**src/rtl/core_pkg.sv**
```systemverilog
// Shared jacaranda-8 core types: address/instruction widths, fetch entries and redirects.
package core_pkg;

  localparam int unsigned ADDR_W  = 8;
  localparam int unsigned INSTR_W = 8;

  localparam logic [ADDR_W-1:0] DEFAULT_RESET_PC = 8'h00;

  typedef struct packed {
    logic [ADDR_W-1:0]  pc;
    logic [INSTR_W-1:0] instr;
  } fetch_entry_t;

  typedef struct packed {
    logic              valid;
    logic [ADDR_W-1:0] pc;
  } redirect_t;

  typedef enum logic {
    StFlush,
    StStream
  } fetch_state_e;

endpackage

```
**src/rtl/fetch_fifo.sv**
```systemverilog
// Small {pc, instr} FIFO with synchronous clear and a registered head that
// holds its last value while the FIFO is empty.
module fetch_fifo
  import core_pkg::*;
#(
  parameter int unsigned DEPTH = 2
) (
  input  logic         clock,
  input  logic         reset,
  input  logic         clear,
  input  logic         push,
  input  fetch_entry_t wdata,
  input  logic         pop,
  output logic         full,
  output logic         empty,
  output fetch_entry_t head
);

  localparam int unsigned PW = $clog2(DEPTH);
  localparam int unsigned CW = $clog2(DEPTH + 1);

  logic [PW-1:0] rd_ptr_q, rd_ptr_d;
  logic [PW-1:0] wr_ptr_q, wr_ptr_d;
  logic [CW-1:0] count_q, count_d;
  fetch_entry_t  mem_q [DEPTH];
  fetch_entry_t  head_q, head_d;
  logic          do_push, do_pop;

  assign full    = (count_q == CW'(DEPTH));
  assign empty   = (count_q == '0);
  assign do_push = push & ~full & ~clear;
  assign do_pop  = pop & ~empty & ~clear;
  assign head    = head_q;

  always_comb begin
    rd_ptr_d = rd_ptr_q;
    wr_ptr_d = wr_ptr_q;
    count_d  = count_q;
    head_d   = head_q;
    if (clear) begin
      rd_ptr_d = '0;
      wr_ptr_d = '0;
      count_d  = '0;
    end else begin
      if (do_push) wr_ptr_d = wr_ptr_q + 1'b1;
      if (do_pop)  rd_ptr_d = rd_ptr_q + 1'b1;
      unique case ({do_push, do_pop})
        2'b10:   count_d = count_q + 1'b1;
        2'b01:   count_d = count_q - 1'b1;
        default: count_d = count_q;
      endcase
      // New head may be the entry being written this very cycle.
      if (count_d != '0) begin
        head_d = (do_push && (wr_ptr_q == rd_ptr_d)) ? wdata : mem_q[rd_ptr_d];
      end
    end
  end

  always_ff @(posedge clock or negedge reset) begin
    if (!reset) begin
      rd_ptr_q <= '0;
      wr_ptr_q <= '0;
      count_q  <= '0;
      head_q   <= '0;
      for (int i = 0; i < DEPTH; i++) mem_q[i] <= '0;
    end else begin
      rd_ptr_q <= rd_ptr_d;
      wr_ptr_q <= wr_ptr_d;
      count_q  <= count_d;
      head_q   <= head_d;
      if (do_push) mem_q[wr_ptr_q] <= wdata;
    end
  end

endmodule

```
**src/rtl/instr_fetch.sv**
```systemverilog
// jacaranda-8 fetch stage: PC, FLUSH/STREAM control and accepted-instruction
// counter around a fetch_fifo feeding decode.
module instr_fetch
  import core_pkg::*;
#(
  parameter int unsigned       DEPTH    = 2,
  parameter logic [ADDR_W-1:0] RESET_PC = DEFAULT_RESET_PC
) (
  input  logic               clock,
  input  logic               reset,
  input  logic               run,
  output logic [ADDR_W-1:0]  imem_addr,
  input  logic [INSTR_W-1:0] imem_instr,
  input  logic               redirect_valid,
  input  logic [ADDR_W-1:0]  redirect_pc,
  output logic               out_valid,
  input  logic               out_ready,
  output logic [INSTR_W-1:0] out_instr,
  output logic [ADDR_W-1:0]  out_pc,
  output logic [15:0]        fetch_count
);

  fetch_state_e      state_q, state_d;
  logic [ADDR_W-1:0] pc_q, pc_d;
  logic [15:0]       count_q, count_d;
  redirect_t         redir;
  fetch_entry_t      wdata, head;
  logic              full, empty, push, pop;

  assign redir.valid = redirect_valid;
  assign redir.pc    = redirect_pc;

  // full is registered, so out_ready has no path to push or imem_addr.
  assign push = run & ~full & ~redir.valid;
  assign pop  = out_valid & out_ready & ~redir.valid;

  assign wdata.pc    = pc_q;
  assign wdata.instr = imem_instr;

  fetch_fifo #(
    .DEPTH(DEPTH)
  ) u_fifo (
    .clock(clock),
    .reset(reset),
    .clear(redir.valid),
    .push (push),
    .wdata(wdata),
    .pop  (pop),
    .full (full),
    .empty(empty),
    .head (head)
  );

  always_ff @(posedge clock or negedge reset) begin
    if (!reset) state_q <= StFlush;
    else        state_q <= state_d;
  end

  always_comb begin
    state_d = StStream;
    if (redir.valid) state_d = StFlush;
  end

  always_comb begin
    out_valid = (state_q == StStream) & ~empty;
    out_pc    = head.pc;
    out_instr = head.instr;
  end

  always_comb begin
    pc_d    = pc_q;
    count_d = count_q;
    if (redir.valid) pc_d = redir.pc;
    else if (push)   pc_d = pc_q + 1'b1;
    if (pop && (count_q != 16'hFFFF)) count_d = count_q + 1'b1;
  end

  always_ff @(posedge clock or negedge reset) begin
    if (!reset) begin
      pc_q    <= RESET_PC;
      count_q <= '0;
    end else begin
      pc_q    <= pc_d;
      count_q <= count_d;
    end
  end

  assign imem_addr   = pc_q;
  assign fetch_count = count_q;

endmodule

```
**config.mk**
```make
export PLATFORM = sky130hd
export DESIGN_NAME = instr_fetch
export DESIGN_NICKNAME = d
export VERILOG_FILES = /design/src/rtl/core_pkg.sv /design/src/rtl/fetch_fifo.sv /design/src/rtl/instr_fetch.sv
export SDC_FILE = /design/constraint.sdc
export NUM_CORES = 1
export LEC_CHECK = 0
export CAP_MARGIN = 5
export CORE_MARGIN = 3
export CORE_UTILIZATION = 55
export CTS_BUF_LIST = sky130_fd_sc_hd__clkbuf_4 sky130_fd_sc_hd__clkbuf_8
export DETAILED_ROUTE_END_ITERATION = 10
export PLACE_DENSITY = 0.92
export SYNTH_ARGS = -nofsm -noshare
export SYNTH_HDL_FRONTEND = slang
export SYNTH_SLANG_ARGS = --single-unit
```
**constraint.sdc**
```tcl
create_clock -name clock -period 2.75 [get_ports clock]
set_input_delay 0.4125 -clock clock [delete_from_list [all_inputs] [get_ports clock]]
set_output_delay 0.4125 -clock clock [all_outputs]
set_load 0.02 [all_outputs]
```
==> results.ini <==
[floorplan]
die_h_um = 87.3
io_pins = 62
die_w_um = 87.3
start_util_pct = 57.0
dieArea_um2 = 7620
rows = 29
coreArea_um2 = 6390

[cells_and_area]
nets = 402
fin_area_um2 = 4670
layout_common_cells = dfrtp_1 (76), clkdlybuf4s50_1 (60), mux2_2 (33)
syn2layout_area_growth_pct = 28.5
antennaDiodeCount = 0
stdcell_count = 460
layout_commonest_cell = dfrtp_1
nFillCells = 410
drive_above_1_share_pct = 24.8
final_core_util_pct = 73.2

[grt]
overflow = 0
grt_pass1_wl_um = 12900
grt_use_total_pct = 21.9
grt_max_degree = 78
grt_pass1_vias = 2688
antenna_found_initial = 0

[critical_path]
cp_data_arrival_time_ps = 2830
required_ps = 3010
crit_chain = clkdlybuf4s50_1 -> nand2_2 -> nor2_4 -> inv_1 -> ha_4 -> and2b_1 -> a21oi_1 -> o21a_2 -> buf_6 -> and3_1 -> buf_4 -> a221oi_1
start_kind = input port
crit_type = input port to flop
crit_path_max_fanout = 17
endpoint_kind = flop
slowest_stage = clkdlybuf4s50_1
rr_worst_depth = 12
max_stage_delay_ps = 520

[drt]
detail-route-antenna-nets = 0
drt-total-wl_um = 8180
drt-pass1-iter-count = 4
routed-via-count = 2595
avgRoutedWirePerCell_um = 17.8
drt_iter0_markers = 175
drcViolationCount = 0
vias_per_cell = 5.64

[cts]
clk_pin_slew_worst_paths_ps = 100
cts_hold_buf = 0
root_buffer = clkbuf_8
clk_path_buf_depth = 2
cts_tree = built
cts_max_level = 3
clkLatencyLatePin_ps = 350
cts_buffers = 9
cts.sinks = 77

[synth]
syn_inst = 302
synthArstFlopShare_pct = 100
synth_warnings = 0
syn-mean-instance-area_um2 = 12.0
syn-cell-area_um2 = 3640
ys_types = 40
synthFlopType = dfrtp_1
syn_nets = 326
ys_seq_area_share_pct = 53.0
synth_edf_count = 0
synth-seq-cells = 77

[place]
placed_cells_incl_taps = 442
dpl.hpwl_um = 5180
routabilityCongestion = 0.807
port_buffers = 61
placed_area_um2 = 4350
pre_cts_slack_ps = -506

[pwr]
p_per_area_nw_per_um2 = 768
fin_total_pwr_mw = 3.59
power.leakage_nw = 2.08
peakVddDrop_mv = 0.571

[sta]
worst_hold_slack_ps = 185
hold_violations = 0
maxSlewViolCount = 0
fin_crit_sh_pct = 93.4
max_slew_margin_pct = 37.4
finalCriticalPeriod_ps = 2570
setup-tns-final_ps = 0
finalClockSkew_ps = 16.1
fmax_mhz = 389
rsz0062_at_grt = false
setup_slack_ps = 182
setup_viol = 0
tightest_slew_ps = 939

[outcome]
status = finished, final reports clean

[flow_run]
maxCapViolCount = 0

[worst_hold_path]
holdCritPathClass = input port to async pin

-- synthesized netlist by cell type (2+ instances only) --
cell / n / area (um^2)
a221oi_2: 10 / 150
ha_1: 3 / 37.5
nand3_1: 4 / 20.0
a221oi_1: 6 / 52.6
nor3_1: 3 / 15.0
mux2_2: 33 / 372
inv_1: 21 / 78.8
clkbuf_1: 4 / 15.0
nand4_1: 6 / 37.5
xor2_1: 6 / 52.6
xnor2_1: 20 / 175
buf_6: 3 / 33.8
o21ai_0: 9 / 45.0
nor4_1: 4 / 25.0
nor3_2: 2 / 20.0
nand2b_1: 3 / 18.8
buf_4: 2 / 15.0
nor2_1: 25 / 93.8
mux2i_1: 16 / 160
a21oi_1: 4 / 20.0
and2b_1: 2 / 15.0
buf_2: 2 / 10.0
nand2_1: 21 / 78.8
dfrtp_1: 77 / 1930
-- worst max-delay path, delay by kind of cell --
family	cells	cell delay, ps
buf+inv	4	960
simple gates	4	630
compound gates	3	580
fa+ha+maj	1	230
-- cells by family after synthesis --
group	count (synthesis)	synth area share, %
buffers and inverters	34	4.92
muxes	49	14.6
and+or+nand+nor	79	11.1
DFF	77	53.0
xor gates and xnor gates	27	7.02
AOI/OAI and AO/OA	33	8.32
adders and majority gates	3	1.03
-- report_power, final --
| part | switching (mW) | internal [mW] |
|---|---|---|
| clock network | 0.457 | 0.433 |
| logic | 0.511 | 0.563 |
| registers | 0.212 | 1.41 |
-- state kept, by name, indices dropped and copies added (netlist names) --
name,flops
u_fifo.head,16
u_fifo.wr_ptr_q,1
u_fifo.mem_q,32
u_fifo.rd_ptr_q,1
u_fifo.count_q,2
state_q,1
imem_addr,8
fetch_count,16
-- repair_timing --
| item | in CTS | in global routing |
|---|---|---|
| resized for setup | 1 | 12 |
| setup buffers | 0 | 2 |
| setup endpoints to repair | 16 | 16 |
| cloned | 0 | 0 |
-- per-layer routing --
| metal | GRT usage [%] | vias to the layer above | wire, um |
|---|---|---|---|
| li1 | - | 1207 | - |
| met3 | 4.35 | 18 | 409 |
| met5 | 0 | - | 0 |
| met2 | 35.8 | 83 | 4180 |
| met4 | 9.48 | 0 | 170 |
| met1 | 28.3 | 1287 | 3420 |
-- cell type report --
| type | count | area, um^2 | area share [%] |
|---|---|---|---|
| clock buffers | 9 | 124 | 2.65 |
| clock inverters | 7 | 83.8 | 1.79 |
| inverters | 22 | 85.1 | 1.82 |
| multi-input cells | 191 | 1610 | 34.4 |
| flip-flops and latches | 77 | 1930 | 41.2 |
| well taps | 77 | 96.3 | 2.06 |
| repair buffers | 77 | 748 | 16.0 |
-- path summary, 6_finish.rpt --
kind                                        startpoint                            to  slack (ps)
setup / recovery                                   run    u_fifo.head[7]$_DFFE_PN0P_         180
hold / removal                                   reset  u_fifo.mem_q[19]$_DFFE_PN0P_         190
setup reg to reg           u_fifo.count_q[0]$_DFF_PN0_    u_fifo.head[7]$_DFFE_PN0P_         200
hold reg to reg            fetch_count[11]$_DFFE_PN0P_   fetch_count[11]$_DFFE_PN0P_         500
max in group asynchronous                        reset   u_fifo.count_q[1]$_DFF_PN0_        1870
min in group clock         fetch_count[11]$_DFFE_PN0P_   fetch_count[11]$_DFFE_PN0P_         500
Power figures use the tool's default switching activity.
